## config.mk

```make
export PLATFORM = sky130hd
export DESIGN_NAME = reg_file
export DESIGN_NICKNAME = d
export VERILOG_FILES = /design/src/rtl/reg_file_pkg.sv /design/src/rtl/reg_file_word.sv /design/src/rtl/reg_file.sv
export SDC_FILE = /design/constraint.sdc
export NUM_CORES = 1
export LEC_CHECK = 0
export CAP_MARGIN = 0
export CORE_ASPECT_RATIO = 1.75
export CORE_MARGIN = 4
export CORE_UTILIZATION = 53
export DETAILED_ROUTE_END_ITERATION = 6
export GPL_ROUTABILITY_DRIVEN = 0
export PLACE_DENSITY = 0.78
export SYNTH_ARGS = -nofsm -noshare
export SYNTH_HDL_FRONTEND = slang
export SYNTH_SLANG_ARGS = --single-unit
```

## constraint.sdc

```tcl
create_clock -name CLK -period 1.3 [get_ports CLK]
set_input_delay 0.13 -clock CLK [delete_from_list [all_inputs] [get_ports CLK]]
set_output_delay 0.13 -clock CLK [all_outputs]
set_load 0.02 [all_outputs]
```

## src/rtl/reg_file_pkg.sv

```systemverilog
// -----------------------------------------------------------------------------
// reg_file_pkg
// Shared definitions for the register file slice:
//   - default word and address widths
//   - derived default register count
//   - clear-sequencer state encoding
// -----------------------------------------------------------------------------
package reg_file_pkg;

    localparam int DEF_DATA_W = 8;
    localparam int DEF_ADDR_W = 2;
    localparam int DEF_NREG   = 2 ** DEF_ADDR_W;

    // Sequencer state. IDLE accepts writes and bypasses; CLEARING walks the
    // index from 0 to NREG-1, zeroing one word per cycle.
    typedef enum logic {
        IDLE     = 1'b0,
        CLEARING = 1'b1
    } clr_state_t;

endpackage : reg_file_pkg

```

## src/rtl/reg_file_word.sv

```systemverilog
// -----------------------------------------------------------------------------
// reg_word
// One DATA_W-bit storage word built from edge-triggered bits, with a
// synchronous active-high reset and a load enable.
// Ports:
//   clk   in   1       clock, rising edge
//   srst  in   1       synchronous reset, active-high, forces q to zero
//   load  in   1       capture d on the next rising edge
//   d     in   DATA_W  data to capture
//   q     out  DATA_W  stored value
// -----------------------------------------------------------------------------
module reg_word
    import reg_file_pkg::*;
#(
    parameter int DATA_W = DEF_DATA_W
) (
    input  logic              clk,
    input  logic              srst,
    input  logic              load,
    input  logic [DATA_W-1:0] d,
    output logic [DATA_W-1:0] q
);

    logic [DATA_W-1:0] q_reg;

    always_ff @(posedge clk) begin
        if (srst) begin
            q_reg <= '0;
        end else if (load) begin
            q_reg <= d;
        end
    end

    assign q = q_reg;

endmodule : reg_word

```

## src/rtl/reg_file.sv

```systemverilog
// -----------------------------------------------------------------------------
// reg_file
// Small register file for the CPU datapath: one synchronous write port, two
// combinational read ports with write-to-read bypass, and a sequenced clear
// that zeroes one word per cycle.
// Ports:
//   CLK   in   1       clock, all state updates on the rising edge
//   RST   in   1       synchronous active-high reset, highest priority
//   WE    in   1       write enable (honoured in IDLE only)
//   WA    in   ADDR_W  write address
//   WD    in   DATA_W  write data
//   RA1   in   ADDR_W  read address, port 1
//   RD1   out  DATA_W  read data, port 1 (combinational)
//   RA2   in   ADDR_W  read address, port 2
//   RD2   out  DATA_W  read data, port 2 (combinational)
//   CLR   in   1       start a clear sequence (ignored while one is running)
//   BUSY  out  1       high in every cycle of the clear sequence
// -----------------------------------------------------------------------------
module reg_file
    import reg_file_pkg::*;
#(
    parameter int DATA_W = DEF_DATA_W,
    parameter int ADDR_W = DEF_ADDR_W
) (
    input  logic              CLK,
    input  logic              RST,
    input  logic              WE,
    input  logic [ADDR_W-1:0] WA,
    input  logic [DATA_W-1:0] WD,
    input  logic [ADDR_W-1:0] RA1,
    output logic [DATA_W-1:0] RD1,
    input  logic [ADDR_W-1:0] RA2,
    output logic [DATA_W-1:0] RD2,
    input  logic              CLR,
    output logic              BUSY
);

    localparam int NREG = 2 ** ADDR_W;

    clr_state_t        state_reg;
    clr_state_t        state_next;
    logic [ADDR_W-1:0] idx_reg;
    logic [ADDR_W-1:0] idx_next;

    logic              clearing;
    logic [DATA_W-1:0] wr_data;
    logic [NREG-1:0]   word_load;
    logic [DATA_W-1:0] word_q [NREG];

    logic              bypass1;
    logic              bypass2;

    // -------------------------------------------------------------------------
    // Clear sequencer: state and index registers
    // -------------------------------------------------------------------------
    always_ff @(posedge CLK) begin
        if (RST) begin
            state_reg <= IDLE;
            idx_reg   <= '0;
        end else begin
            state_reg <= state_next;
            idx_reg   <= idx_next;
        end
    end

    always_comb begin
        state_next = state_reg;
        idx_next   = idx_reg;
        case (state_reg)
            IDLE: begin
                idx_next = '0;
                if (CLR) begin
                    state_next = CLEARING;
                end
            end
            CLEARING: begin
                // Index wraps naturally back to 0 as the last word is cleared.
                idx_next = idx_reg + ADDR_W'(1);
                if (&idx_reg) begin
                    state_next = IDLE;
                end
            end
            default: begin
                state_next = IDLE;
                idx_next   = '0;
            end
        endcase
    end

    assign clearing = (state_reg == CLEARING);
    assign BUSY     = clearing;

    // During a clear every word load carries zero; otherwise it carries WD.
    assign wr_data = clearing ? '0 : WD;

    // -------------------------------------------------------------------------
    // Storage: one reg_word per register, each with its own decoded enable.
    // A CLR arriving with WE in IDLE still performs the write on that edge;
    // the sequence then overwrites it when the index reaches WA.
    // -------------------------------------------------------------------------
    genvar gi;
    generate
        for (gi = 0; gi < NREG; gi++) begin : g_word
            assign word_load[gi] = clearing ? (idx_reg == ADDR_W'(gi))
                                            : (WE && (WA == ADDR_W'(gi)));

            reg_word #(
                .DATA_W (DATA_W)
            ) u_word (
                .clk  (CLK),
                .srst (RST),
                .load (word_load[gi]),
                .d    (wr_data),
                .q    (word_q[gi])
            );
        end
    endgenerate

    // -------------------------------------------------------------------------
    // Read ports. Bypass forwards the in-flight write only in IDLE; during a
    // clear the writes are dropped, so forwarding them would show data that
    // never reaches storage.
    // -------------------------------------------------------------------------
    assign bypass1 = !clearing && WE && (WA == RA1);
    assign bypass2 = !clearing && WE && (WA == RA2);

    assign RD1 = bypass1 ? WD : word_q[RA1];
    assign RD2 = bypass2 ? WD : word_q[RA2];

endmodule : reg_file
```

==> run_results.csv <==
group,metric,value,unit
status,outcome,"complete, but fails checks",
status,violations,"setup timing",
synthesis,synth_fa_ha_area_frac,0.02445,
global_routing,grt_pass1_wl,10630,um
global_routing,gr-total-overflow,0,
clocking,path_clk_slew,70,ps
synthesis,synth_compound_area_frac,0.07824,
worst_hold_path,whs_endpoint,"BUSY",
floorplan,core-area,3665,um2
timing,skew,5.574,ps
worst_setup_path,cp_data_arrival_time,1580,ps
timing,fin_crit,1708,ps
synthesis,synth_edf_count,0,
worst_setup_path,crit_path_end_kind,"primary output",
synthesis,synthTopCellsByArea,"dfxtp_1, mux4_2, mux2_2, a21oi_1, nand3_1",
pwr,power_switching,0.7539,mW
route,drtIter0Drc,139,
worst_setup_path,crit_chain,"and2b_2 > nand3_2 > buf_6 > mux2_4 > buf_6",
pwr,leakagePower,1.249,nW
floorplan,die_area,4960,um2
synthesis,syn_inst,210,
route,vias,2103,
route,wirelength,7637,um
worst_setup_path,ff2ff_path_depth,4,
clocking,root_buffer,"clkbuf_8",
synthesis,syn_area_per_cell,9.747,um2
timing,final.period_utilization,1.314,
pwr,power_density,843.9,nW/um2
pwr,p_comb_frac,0.261,
timing,fin_ws,-407.7,ps
worst_hold_path,holdPathStages,3,
floorplan,rows,29,
synthesis,synthTopCellsByCount,"nand2_1, dfxtp_1, a21oi_1, nand3_1",
clocking,clockBufferDepth,2,
worst_setup_path,path_class,"flop to primary output",
worst_setup_path,required,1170,ps
clocking,ctsHtreeMaxLevel,2,
synthesis,ys_ff_latch,35,
synthesis,synth_ff_type,"dfxtp_1",
clocking,clock_latency,290,ps
worst_setup_path,crit_fanout,4,
timing,rsz0062_at_grt,"true",
floorplan,initial_utilization,0.5586,
worst_setup_path,crit_cells,5,
finish,final_layout_size_suffix_gt1_frac,0.5343,
worst_setup_path,crit_path_top_delay_cell,"dfxtp_2",
timing,report.final.slew_viol_count,0,
floorplan,fp.dieH,90.21,um
worst_setup_path,critPathBufInv,2,
synthesis,async_flop_share,0,
clocking,clock-sinks,35,
worst_setup_path,max_stage_delay,320,ps
timing,worst_pin_slew,374.8,ps
pwr,clock_power_share,0.322,
synthesis,synthesis.area,2047,um2
worst_setup_path,start_kind,"flop",
global_routing,track_usage,0.3001,
synthesis,synth_xor_area_frac,0.01711,
place,hpwl,4259,um
pwr,max-vdd-ir-drop,1080,uV
timing,hold_viol,0,
timing,fmax,585.6,MHz
synthesis,synth_cell_type_count,26,
clocking,cts_hold_buffers,0,
synthesis,ys_warn_count,0,
synthesis,synth_nets,232,
worst_setup_path,reg2reg_slack,-100,ps
route,wl_per_cell,23.64,um
pwr,netSwitchingFraction,0.2781,
pwr,internal_power,1.957,mW
worst_setup_path,reg2reg_to,"g_word[0].u_word.q[7]",
finish,area_growth,56.91,%
floorplan,io_pins,35,
global_routing,grt_pass1_vias,2120,
synthesis,synth_most_common_cell,"nand2_1",
timing,setup_viol,40,
route,routed_via_density,6.511,
synthesis,yosysTopAreaCell,"dfxtp_1",
route,drcViolationCount,0,
finish,largest_reg_flops,32,
synthesis,synth_top_family_by_area,"multiplexers",
flow_run,cap_violations,0,
synthesis,ys_seq_area_frac,0.3423,
finish,instances_no_fill,323,
place,dp_slack,-949.9,ps
global_routing,grt_max_degree,17,
synthesis,synthDominantCellAreaShare,0.3423,
place,port_buffers,34,
route,drtAntennaViolNets,0,
clocking,cts_tree,"built",
floorplan,die_w,54.98,um
pwr,p_seq_frac,0.417,
finish,antenna_cells,0,
worst_hold_path,hold_start,"CLR",
finish,nNetsFinal,298,
worst_setup_path,reg2reg_from,"BUSY",
place,dp_cells,310,
clocking,cts_buffers,5,
global_routing,antenna_found_initial,0,
synthesis,synthMuxAreaShare,0.2689,
worst_setup_path,path_common_cell,"buf_6",
timing,maxSlewHeadroom,0.7495,
worst_setup_path,critPathTopFamily,"simple AND/OR/NAND/NOR gates",
synthesis,synth-simple-area-share,0.2158,
worst_hold_path,min_path_type,"primary input to flop",
route,first_pass_iters,4,
-- worst register-to-register path, cell delays in order, from the launching register on --
cell,delay (ps)
dfxtp_2,320
buf_4,160
or4b_4,610
nand3_2,110
a21oi_1,70
-- placed cells by master (no fill, tap or decap), types with 7 or more instances in the layout --
cell type        instances
nand2_1                 33
dfxtp_1                 32
buf_6                   30
buf_4                   23
a21oi_1                 19
nand3_2                 17
mux4_2                  16
mux2_4                  16
nand3_1                 16
a21oi_2                 13
clkdlybuf4s50_1         11
clkbuf_8                 7
-- what timing repair did --
item	4_1_cts	5_1_grt
gates cloned	2	0
buffers inserted	4	0
pin swaps	18	5
setup endpoints to repair	30	49
resized for setup	149	41
-- power by group through the flow --
stage / combinational, mW / sequential [mW] / clock (mW)
after floorplan: 0.282 / 1.15 / 0
after global placement: 0.531 / 1.15 / 0
after detailed placement: 0.538 / 1.15 / 0
after CTS: 0.628 / 1.13 / 0.872
after global routing: 0.738 / 1.13 / 0.932
final: 0.708 / 1.13 / 0.872
-- layer usage --
metal,routed length (um),vias to the layer above,track usage
li1,-,901,-
met1,2451,997,0.3197
met2,3944,148,0.5178
met3,634,57,0.06457
met4,606,0,0.1521
met5,0,-,0
-- final cells by class --
| class | instances | area [um2] |
|---|---|---|
| fillers | 168 | 452.9 |
| well taps | 46 | 57.56 |
| clock buffers | 8 | 100.1 |
| inverters | 3 | 11.26 |
| repair buffers | 76 | 798.3 |
| flip-flops and latches | 35 | 704.4 |
| multi-input cells | 155 | 1540 |
-- per-stage QoR --
step,hold WS (ps),power [mW],area (um2),util,setup TNS [ps]
floorplan,266.0,1.429,2052,-,-325.9
global placement,461.6,1.677,2668,0.7279,-22420
detailed placement,471.0,1.687,2668,0.7279,-23470
CTS,452.2,2.627,3048,0.8317,-8586
global route,461.3,2.802,3212,0.8764,-9524
finish,442.6,2.710,3212,0.8764,-7608
-- how the worst max path moves through the flow --
| stage | to | slack [ps] | start |
|---|---|---|---|
| final | RD2[7] | -410 | BUSY |
| after global placement | RD2[0] | -930 | RA2[1] |
| after floorplan | RD1[0] | -20 | BUSY |
| after CTS | RD1[0] | -360 | BUSY |
| after detailed placement | RD2[5] | -950 | RA2[1] |
| after global routing | RD2[7] | -460 | BUSY |
-- logic make-up after synthesis --
kind of cell | Yosys count
buffers and inverters | 20
and+or+nand+nor | 82
adders and majority gates | 4
AOI/OAI and AO/OA | 32
DFF | 35
xor gates and xnor gates | 4
muxes | 33
Power figures use the tool's default switching activity.
